<file path="config.mk">
export PLATFORM = sky130hd
export DESIGN_NAME = neuron_config_loader
export DESIGN_NICKNAME = d
export VERILOG_FILES = /design/src/rtl/neuron_config_loader_pkg.sv /design/src/rtl/config_hdr_decode.sv /design/src/rtl/neuron_config_loader.sv
export SDC_FILE = /design/constraint.sdc
export NUM_CORES = 1
export LEC_CHECK = 0
export ABC_AREA = 1
export CAP_MARGIN = 0
export CORE_MARGIN = 4
export CORE_UTILIZATION = 55
export CTS_BUF_LIST = sky130_fd_sc_hd__clkbuf_16
export CTS_CLUSTER_DIAMETER = 40
export DETAILED_ROUTE_END_ITERATION = 6
export GPL_ROUTABILITY_DRIVEN = 0
export PLACE_DENSITY_LB_ADDON = 0.08
export RECOVER_POWER = 50
export SYNTH_ARGS = -nofsm -noshare
export SYNTH_HDL_FRONTEND = slang
export SYNTH_SLANG_ARGS = --single-unit
</file>
<file path="constraint.sdc">
create_clock -name clk_i -period 2.8 [get_ports clk_i]
set_input_delay 0.42 -clock clk_i [delete_from_list [all_inputs] [get_ports clk_i]]
set_output_delay 0.42 -clock clk_i [all_outputs]
set_load 0.01 [all_outputs]
</file>
<file path="src/rtl/neuron_config_loader_pkg.sv">
// ---------------------------------------------------------------------------
// neuron_config_loader_pkg
// Shared definitions for the neuron core configuration loader:
//   - header word field positions (target / start address / length-1)
//   - loader state encoding
//   - target memory indices, in the same order as the config memory
//     write-enable vector
// Optional feature macro: CONFIG_LOADER_CHECKSUM_EN (adds the CHECK state).
// ---------------------------------------------------------------------------
package neuron_config_loader_pkg;

    localparam int unsigned HDR_W      = 32;

    localparam int unsigned TARGET_MSB = 31;
    localparam int unsigned TARGET_LSB = 28;
    localparam int unsigned ADDR_MSB   = 27;
    localparam int unsigned ADDR_LSB   = 12;
    localparam int unsigned LEN_MSB    = 11;
    localparam int unsigned LEN_LSB    = 0;

    localparam int unsigned TARGET_W   = TARGET_MSB - TARGET_LSB + 1;
    localparam int unsigned ADDR_FLD_W = ADDR_MSB - ADDR_LSB + 1;
    localparam int unsigned LEN_W      = LEN_MSB - LEN_LSB + 1;

    // state | meaning
    // IDLE  | waiting for a header word
    // DATA  | writing payload words into the selected memory
    // DRAIN | swallowing payload of a header with an invalid target
    // CHECK | waiting for the trailing checksum word (checksum build only)
    typedef enum logic [1:0] {
        ST_IDLE  = 2'd0,
        ST_DATA  = 2'd1,
        ST_DRAIN = 2'd2
`ifdef CONFIG_LOADER_CHECKSUM_EN
        ,
        ST_CHECK = 2'd3
`endif
    } state_t;

    // Bit position of each memory in config_write_enable_o.
    typedef enum logic [TARGET_W-1:0] {
        TGT_MEM0 = 4'd0,
        TGT_MEM1 = 4'd1,
        TGT_MEM2 = 4'd2,
        TGT_MEM3 = 4'd3,
        TGT_MEM4 = 4'd4,
        TGT_MEM5 = 4'd5,
        TGT_MEM6 = 4'd6,
        TGT_MEM7 = 4'd7,
        TGT_MEM8 = 4'd8
    } target_e;

    localparam int unsigned TGT_COUNT = 9;

endpackage

</file>
<file path="src/rtl/config_hdr_decode.sv">
// ---------------------------------------------------------------------------
// config_hdr_decode
// Combinational split of a configuration header word plus target range check.
// Ports:
//   i_word        header word
//   o_target      target memory index T
//   o_addr        start address (low ADDR_W bits of the address field)
//   o_len_m1      burst length minus one
//   o_target_ok   T addresses an existing memory
// ---------------------------------------------------------------------------
module config_hdr_decode
    import neuron_config_loader_pkg::*;
#(
    parameter int unsigned ADDR_W                  = 16,
    parameter int unsigned CONFIG_PARAMETER_NUMBER = TGT_COUNT
) (
    input  logic [HDR_W-1:0]    i_word,
    output logic [TARGET_W-1:0] o_target,
    output logic [ADDR_W-1:0]   o_addr,
    output logic [LEN_W-1:0]    o_len_m1,
    output logic                o_target_ok
);

    logic [ADDR_FLD_W-1:0] w_addr_fld;

    assign o_target    = i_word[TARGET_MSB:TARGET_LSB];
    assign w_addr_fld  = i_word[ADDR_MSB:ADDR_LSB];
    // Upper address-field bits beyond the memory address width are dropped.
    assign o_addr      = ADDR_W'(w_addr_fld);
    assign o_len_m1    = i_word[LEN_MSB:LEN_LSB];
    assign o_target_ok = (32'(o_target) < CONFIG_PARAMETER_NUMBER);

endmodule

</file>
<file path="src/rtl/neuron_config_loader.sv">
// ---------------------------------------------------------------------------
// neuron_config_loader
// Writer side of the neuron core configuration memory. Takes header+payload
// bursts from the NoC local port and turns each payload word into one
// registered write strobe into the selected config memory.
// Ports:
//   clk_i, rst_n_i          clock, async active-low reset
//   cfg_word_i/valid/ready  incoming word stream (transfer on valid&&ready)
//   config_data_o           write data
//   config_write_enable_o   one-hot write strobe, bit T
//   config_addr_o           write address
//   ce_o                    memory clock enable (high with any strobe)
//   busy_o                  burst in progress
//   done_o                  one-cycle end-of-burst pulse
//   err_o / err_clr_i       sticky error flag and its synchronous clear
// Optional feature macro: CONFIG_LOADER_CHECKSUM_EN -- a trailing word after
// every burst must equal the mod-2^32 sum of header and payload words.
// ---------------------------------------------------------------------------
module neuron_config_loader
    import neuron_config_loader_pkg::*;
#(
    parameter int unsigned DSIZE                   = 16,
    parameter int unsigned NURN_CNT_BIT_WIDTH      = 8,
    parameter int unsigned AXON_CNT_BIT_WIDTH      = 8,
    parameter int unsigned CONFIG_PARAMETER_NUMBER = 9,
    parameter int unsigned CNT_BIT_WIDTH           = 12
) (
    input  logic                                             clk_i,
    input  logic                                             rst_n_i,
    input  logic [DSIZE*2-1:0]                               cfg_word_i,
    input  logic                                             cfg_valid_i,
    output logic                                             cfg_ready_o,
    output logic [DSIZE*2-1:0]                               config_data_o,
    output logic [CONFIG_PARAMETER_NUMBER-1:0]               config_write_enable_o,
    output logic [NURN_CNT_BIT_WIDTH+AXON_CNT_BIT_WIDTH-1:0] config_addr_o,
    output logic                                             ce_o,
    output logic                                             busy_o,
    output logic                                             done_o,
    output logic                                             err_o,
    input  logic                                             err_clr_i
);

    localparam int unsigned ADDR_W = NURN_CNT_BIT_WIDTH + AXON_CNT_BIT_WIDTH;
    localparam int unsigned WORD_W = DSIZE * 2;

    state_t                             r_state;
    state_t                             w_state_nxt;
    logic                               r_live;
    logic [TARGET_W-1:0]                r_target;
    logic [ADDR_W-1:0]                  r_addr_cnt;
    logic [CNT_BIT_WIDTH-1:0]           r_remain;
    logic [CONFIG_PARAMETER_NUMBER-1:0] r_we;
    logic [ADDR_W-1:0]                  r_addr;
    logic [WORD_W-1:0]                  r_data;
    logic                               r_ce;
    logic                               r_done;
    logic                               r_err;

    logic                               w_ready_state;
    logic                               w_accept;
    logic                               w_last;
    logic                               w_err_set;
    logic [CONFIG_PARAMETER_NUMBER-1:0] w_strobe;

    logic [TARGET_W-1:0]                w_hdr_target;
    logic [ADDR_W-1:0]                  w_hdr_addr;
    logic [LEN_W-1:0]                   w_hdr_len_m1;
    logic                               w_hdr_ok;

`ifdef CONFIG_LOADER_CHECKSUM_EN
    logic [WORD_W-1:0]                  r_sum;
`endif

    config_hdr_decode #(
        .ADDR_W                  (ADDR_W),
        .CONFIG_PARAMETER_NUMBER (CONFIG_PARAMETER_NUMBER)
    ) u_hdr_decode (
        .i_word      (cfg_word_i),
        .o_target    (w_hdr_target),
        .o_addr      (w_hdr_addr),
        .o_len_m1    (w_hdr_len_m1),
        .o_target_ok (w_hdr_ok)
    );

`ifdef CONFIG_LOADER_CHECKSUM_EN
    assign w_ready_state = (r_state == ST_IDLE) || (r_state == ST_DATA) ||
                           (r_state == ST_DRAIN) || (r_state == ST_CHECK);
`else
    assign w_ready_state = (r_state == ST_IDLE) || (r_state == ST_DATA) ||
                           (r_state == ST_DRAIN);
`endif

    // r_live keeps ready low while reset is asserted even though the state
    // register already sits in IDLE.
    assign cfg_ready_o = r_live && w_ready_state;
    assign w_accept    = cfg_valid_i && cfg_ready_o;
    assign w_last      = (r_remain == '0);
    assign w_strobe    = CONFIG_PARAMETER_NUMBER'(1) << r_target;

    always_ff @(posedge clk_i or negedge rst_n_i) begin
        if (!rst_n_i) begin
            r_state <= ST_IDLE;
        end else begin
            r_state <= w_state_nxt;
        end
    end

    always_comb begin
        w_state_nxt = r_state;
        w_err_set   = 1'b0;
        case (r_state)
            ST_IDLE: begin
                if (w_accept) begin
                    if (w_hdr_ok) begin
                        w_state_nxt = ST_DATA;
                    end else begin
                        w_state_nxt = ST_DRAIN;
                        w_err_set   = 1'b1;
                    end
                end
            end
            ST_DATA, ST_DRAIN: begin
                if (w_accept && w_last) begin
`ifdef CONFIG_LOADER_CHECKSUM_EN
                    w_state_nxt = ST_CHECK;
`else
                    w_state_nxt = ST_IDLE;
`endif
                end
            end
`ifdef CONFIG_LOADER_CHECKSUM_EN
            ST_CHECK: begin
                if (w_accept) begin
                    w_state_nxt = ST_IDLE;
                    w_err_set   = (cfg_word_i != r_sum);
                end
            end
`endif
            default: w_state_nxt = ST_IDLE;
        endcase
    end

    always_ff @(posedge clk_i or negedge rst_n_i) begin
        if (!rst_n_i) begin
            r_live     <= 1'b0;
            r_target   <= '0;
            r_addr_cnt <= '0;
            r_remain   <= '0;
            r_we       <= '0;
            r_addr     <= '0;
            r_data     <= '0;
            r_ce       <= 1'b0;
            r_done     <= 1'b0;
            r_err      <= 1'b0;
        end else begin
            r_live <= 1'b1;
            r_we   <= '0;
            r_ce   <= 1'b0;
            r_done <= 1'b0;

            // A new error in the same cycle as a clear request wins.
            if (w_err_set) begin
                r_err <= 1'b1;
            end else if (err_clr_i) begin
                r_err <= 1'b0;
            end

            if (w_accept) begin
                case (r_state)
                    ST_IDLE: begin
                        r_target   <= w_hdr_target;
                        r_addr_cnt <= w_hdr_addr;
                        r_remain   <= CNT_BIT_WIDTH'(w_hdr_len_m1);
                    end
                    ST_DATA: begin
                        r_we       <= w_strobe;
                        r_ce       <= 1'b1;
                        r_addr     <= r_addr_cnt;
                        r_data     <= cfg_word_i;
                        r_addr_cnt <= r_addr_cnt + ADDR_W'(1);
                        r_remain   <= r_remain - CNT_BIT_WIDTH'(1);
`ifndef CONFIG_LOADER_CHECKSUM_EN
                        r_done     <= w_last;
`endif
                    end
                    ST_DRAIN: begin
                        r_remain   <= r_remain - CNT_BIT_WIDTH'(1);
`ifndef CONFIG_LOADER_CHECKSUM_EN
                        r_done     <= w_last;
`endif
                    end
`ifdef CONFIG_LOADER_CHECKSUM_EN
                    ST_CHECK: begin
                        r_done     <= 1'b1;
                    end
`endif
                    default: begin
                    end
                endcase
            end
        end
    end

`ifdef CONFIG_LOADER_CHECKSUM_EN
    // Running sum of header and payload words, compared in CHECK.
    always_ff @(posedge clk_i or negedge rst_n_i) begin
        if (!rst_n_i) begin
            r_sum <= '0;
        end else if (w_accept) begin
            if (r_state == ST_IDLE) begin
                r_sum <= cfg_word_i;
            end else if ((r_state == ST_DATA) || (r_state == ST_DRAIN)) begin
                r_sum <= r_sum + cfg_word_i;
            end
        end
    end
`endif

    assign config_write_enable_o = r_we;
    assign config_addr_o         = r_addr;
    assign config_data_o         = r_data;
    assign ce_o                  = r_ce;
    assign done_o                = r_done;
    assign err_o                 = r_err;
    assign busy_o                = (r_state != ST_IDLE);

endmodule

</file>
==> flow_metrics.tcl <==
set metrics [dict create \
    switching_share_pct 38.8 \
    syn_avg_cell_area_sq_um 8.04 \
    p_leak_nw 2.97 \
    row_count 32 \
    instances_no_fill 761 \
    yosysTopAreaCell "dfrtp_1" \
    crit_path_end "r_addr_cnt[9]" \
    grt_busiest_layer "met2" \
    utilization_pct 74.8 \
    antenna_found_initial 0 \
    use_met2_pct 36.5 \
    synth_nets 605 \
    cts_sinks 95 \
    hold_viol_final 0 \
    cp_num_buf_inv 3 \
    ir_drop_mv 0.658 \
    cp-end-kind "register" \
    numCtsBuffers 9 \
    seq_power_share_pct 37.3 \
    cts_hold_buf 0 \
    max-cap-violations 0 \
    drtIter0Drc 319 \
    wl_per_cell_microns 14.5 \
    cts_root_buf "clkbuf_16" \
    synth-seq-cells 95 \
    ys_top_cells_by_count "nand2_1, dfrtp_1, inv_1, o21ai_0, nor2_1" \
    synthFlopType "dfrtp_1" \
    cts_tree "done" \
    placedCellCount 745 \
    relSlewSlack_pct 13.4 \
    ys_warn_count 0 \
    hold_class "input port to asynchronous set/reset pin" \
    comb_power_share_pct 41.5 \
    rsz0062_at_grt "false" \
    io_pins 98 \
    worst_pin_slew_ps 1300 \
    synth_edf_count 0 \
    route.detailed.drc 0 \
    die_x_microns 98.7 \
    start_util_pct 57.7 \
    post_cts_resized 0 \
    yosysTopAreaCellShare_pct 52.5 \
    core-area_sq_mm 0.00785 \
    slowest_delay_ps 670 \
    clk_latency_ps 340 \
    reg2reg_setup_slack_ps 490 \
    internal_power_mw 3.84 \
    setup_viol 0 \
    vias 4009 \
    grt.met1_usage_pct 33.6 \
    ys_types 32 \
    crit_type "register to register" \
    drive_gt1_share_pct 4.70 \
    synth.area.top_cells "dfrtp_1, nand2_1, o21ai_0" \
    p_clk_share_pct 21.1 \
    routed_via_density 5.27 \
    post-cts-setup-buffers 0 \
    wl_microns 11000 \
    dieArea_sq_mm 0.00974 \
    crit_path_cell_trace "inv_1, ha_1, inv_1, a21oi_4, inv_1, a21oi_1, a21oi_1" \
    r2r_start "r_state[1]" \
    place_ws_ps 578 \
    finalSetupTns_ps 0 \
    outcome "finished, final reports clean" \
    grt_pass1_vias 3754 \
    finClkSkew_ps 9.76 \
    crit_family "compound AO/OA/AOI/OAI gates" \
    clk_pin_slew_worst_paths_ps 70 \
    ys_seq_area_share_pct 52.5 \
    period_minus_slack_ps 2310 \
    htree_levels 3 \
    final_antenna_net_count 0 \
    start_kind "register" \
    grt_pass1_wl_microns 18200 \
    fin_crit_sh_pct 82.7 \
    portBuffers 97 \
    r2r_cells 7 \
    switchingPower_mw 2.43 \
    power.density_mw_per_mm2 1070 \
    drv_slew 0 \
    synthCells 563 \
    path_max_fanout 26 \
    synthArstFlopShare_pct 100 \
    grt_overflow 0 \
    track_usage_pct 23.4 \
    crit_cells 7 \
    synth_area_sq_mm 0.00452 \
    firstDrtPassIters 5 \
    fmax_mhz 432 \
    syn_to_final_growth_pct 29.8 \
    worstPathRequired_ps 3010 \
    final_nets 696 \
    grt_use_met3_pct 4.25 \
    dieHeight_microns 98.7 \
    cpMostUsedCell "inv_1" \
    cts.path.max_buffers 2 \
    crit_start "r_state[1]" \
    worst_path_max_delay_cell "a21oi_4" \
    synth.most_common_cell "nand2_1" \
    worst_slack_ps 486 \
    rr_endpoint "r_addr_cnt[9]" \
    cp.arrival_ps 2530 \
    n_antenna_cell 0 \
    grt_max_degree 54 \
    dp_hpwl_microns 7830 \
]
-- kinds of logic after synthesis --
logic type,after synthesis,share of synthesized area (%)
and+or+nand+nor,269,25.3
AOI/OAI and AO/OA,98,11.6
DFF,95,52.5
buffers and inverters,94,8.88
adders and majority gates,6,1.66
other,1,0.0829
-- worst min path at each step --
| stage | startpoint | to | cells past startpoint |
|---|---|---|---|
| 2_1_floorplan | rst_n_i | ce_o | 0 |
| 3_3_place_gp | rst_n_i | config_write_enable_o[0] | 1 |
| 3_5_place_dp | rst_n_i | config_write_enable_o[0] | 1 |
| 4_1_cts | rst_n_i | config_write_enable_o[0] | 1 |
| 5_1_grt | rst_n_i | config_write_enable_o[0] | 1 |
| 6_report | rst_n_i | config_write_enable_o[0] | 1 |
-- final cells by class --
cell class | count | area [sq um]
sequential | 95 | 2380
multi-input combinational | 374 | 1750
clock inverter | 7 | 96.3
fill | 594 | 1980
timing repair buffer | 102 | 1030
inverter | 72 | 270
clock buffer | 9 | 225
tap | 102 | 128
-- through the flow --
step,power [mW],hold slack [ps],instance area [sq um]
2_1_floorplan,3.80,124,4520
3_3_place_gp,4.87,443,5560
3_5_place_dp,4.98,444,5560
4_1_cts,6.33,79.9,5890
5_1_grt,6.73,96.9,5870
6_report,6.27,50.9,5870
-- power by group through the flow --
| stage | sequential, mW | combinational [mW] | clock (mW) |
|---|---|---|---|
| 5_1_grt | 2.41 | 2.93 | 1.39 |
| 4_1_cts | 2.34 | 2.66 | 1.33 |
| 2_1_floorplan | 2.44 | 1.37 | 0 |
| 3_3_place_gp | 2.33 | 2.54 | 0 |
| 6_report | 2.34 | 2.60 | 1.33 |
| 3_5_place_dp | 2.35 | 2.63 | 0 |
-- routing by layer --
| layer | share of wire (%) | vias to the layer above |
|---|---|---|
| li1 | - | 1957 |
| met1 | 45 | 1875 |
| met2 | 46 | 164 |
| met3 | 7.2 | 13 |
| met4 | 1.2 | 0 |
| met5 | 0 | - |
-- cell usage in the layout (no fill, tap or decap), drive strengths merged --
cell,instances
o21a,2
inv,75
clkinvlp,1
ha,6
dlygate4sd3,29
o21ai,67
nand3b,3
nand2,189
nor2,37
nor3,7
o22ai,2
bufinv,2
clkinv,1
or2,2
conb,1
o211ai,2
dfrtp,95
buf,5
a31oi,3
clkbuf,10
a21oi,20
clkdlybuf4s50,67
a22oi,1
a21o,1
nand3,22
nand4,5
nor4,4
-- registers in the layout, summed over array words and instances, names as in the netlist, 2 cells and up --
name and cells:
r_state 2, config_addr_o 16, config_write_enable_o 9, r_addr_cnt 16, r_target 4, r_remain 12, config_data_o 32
Note: power is estimated with default switching activity, not from simulation.
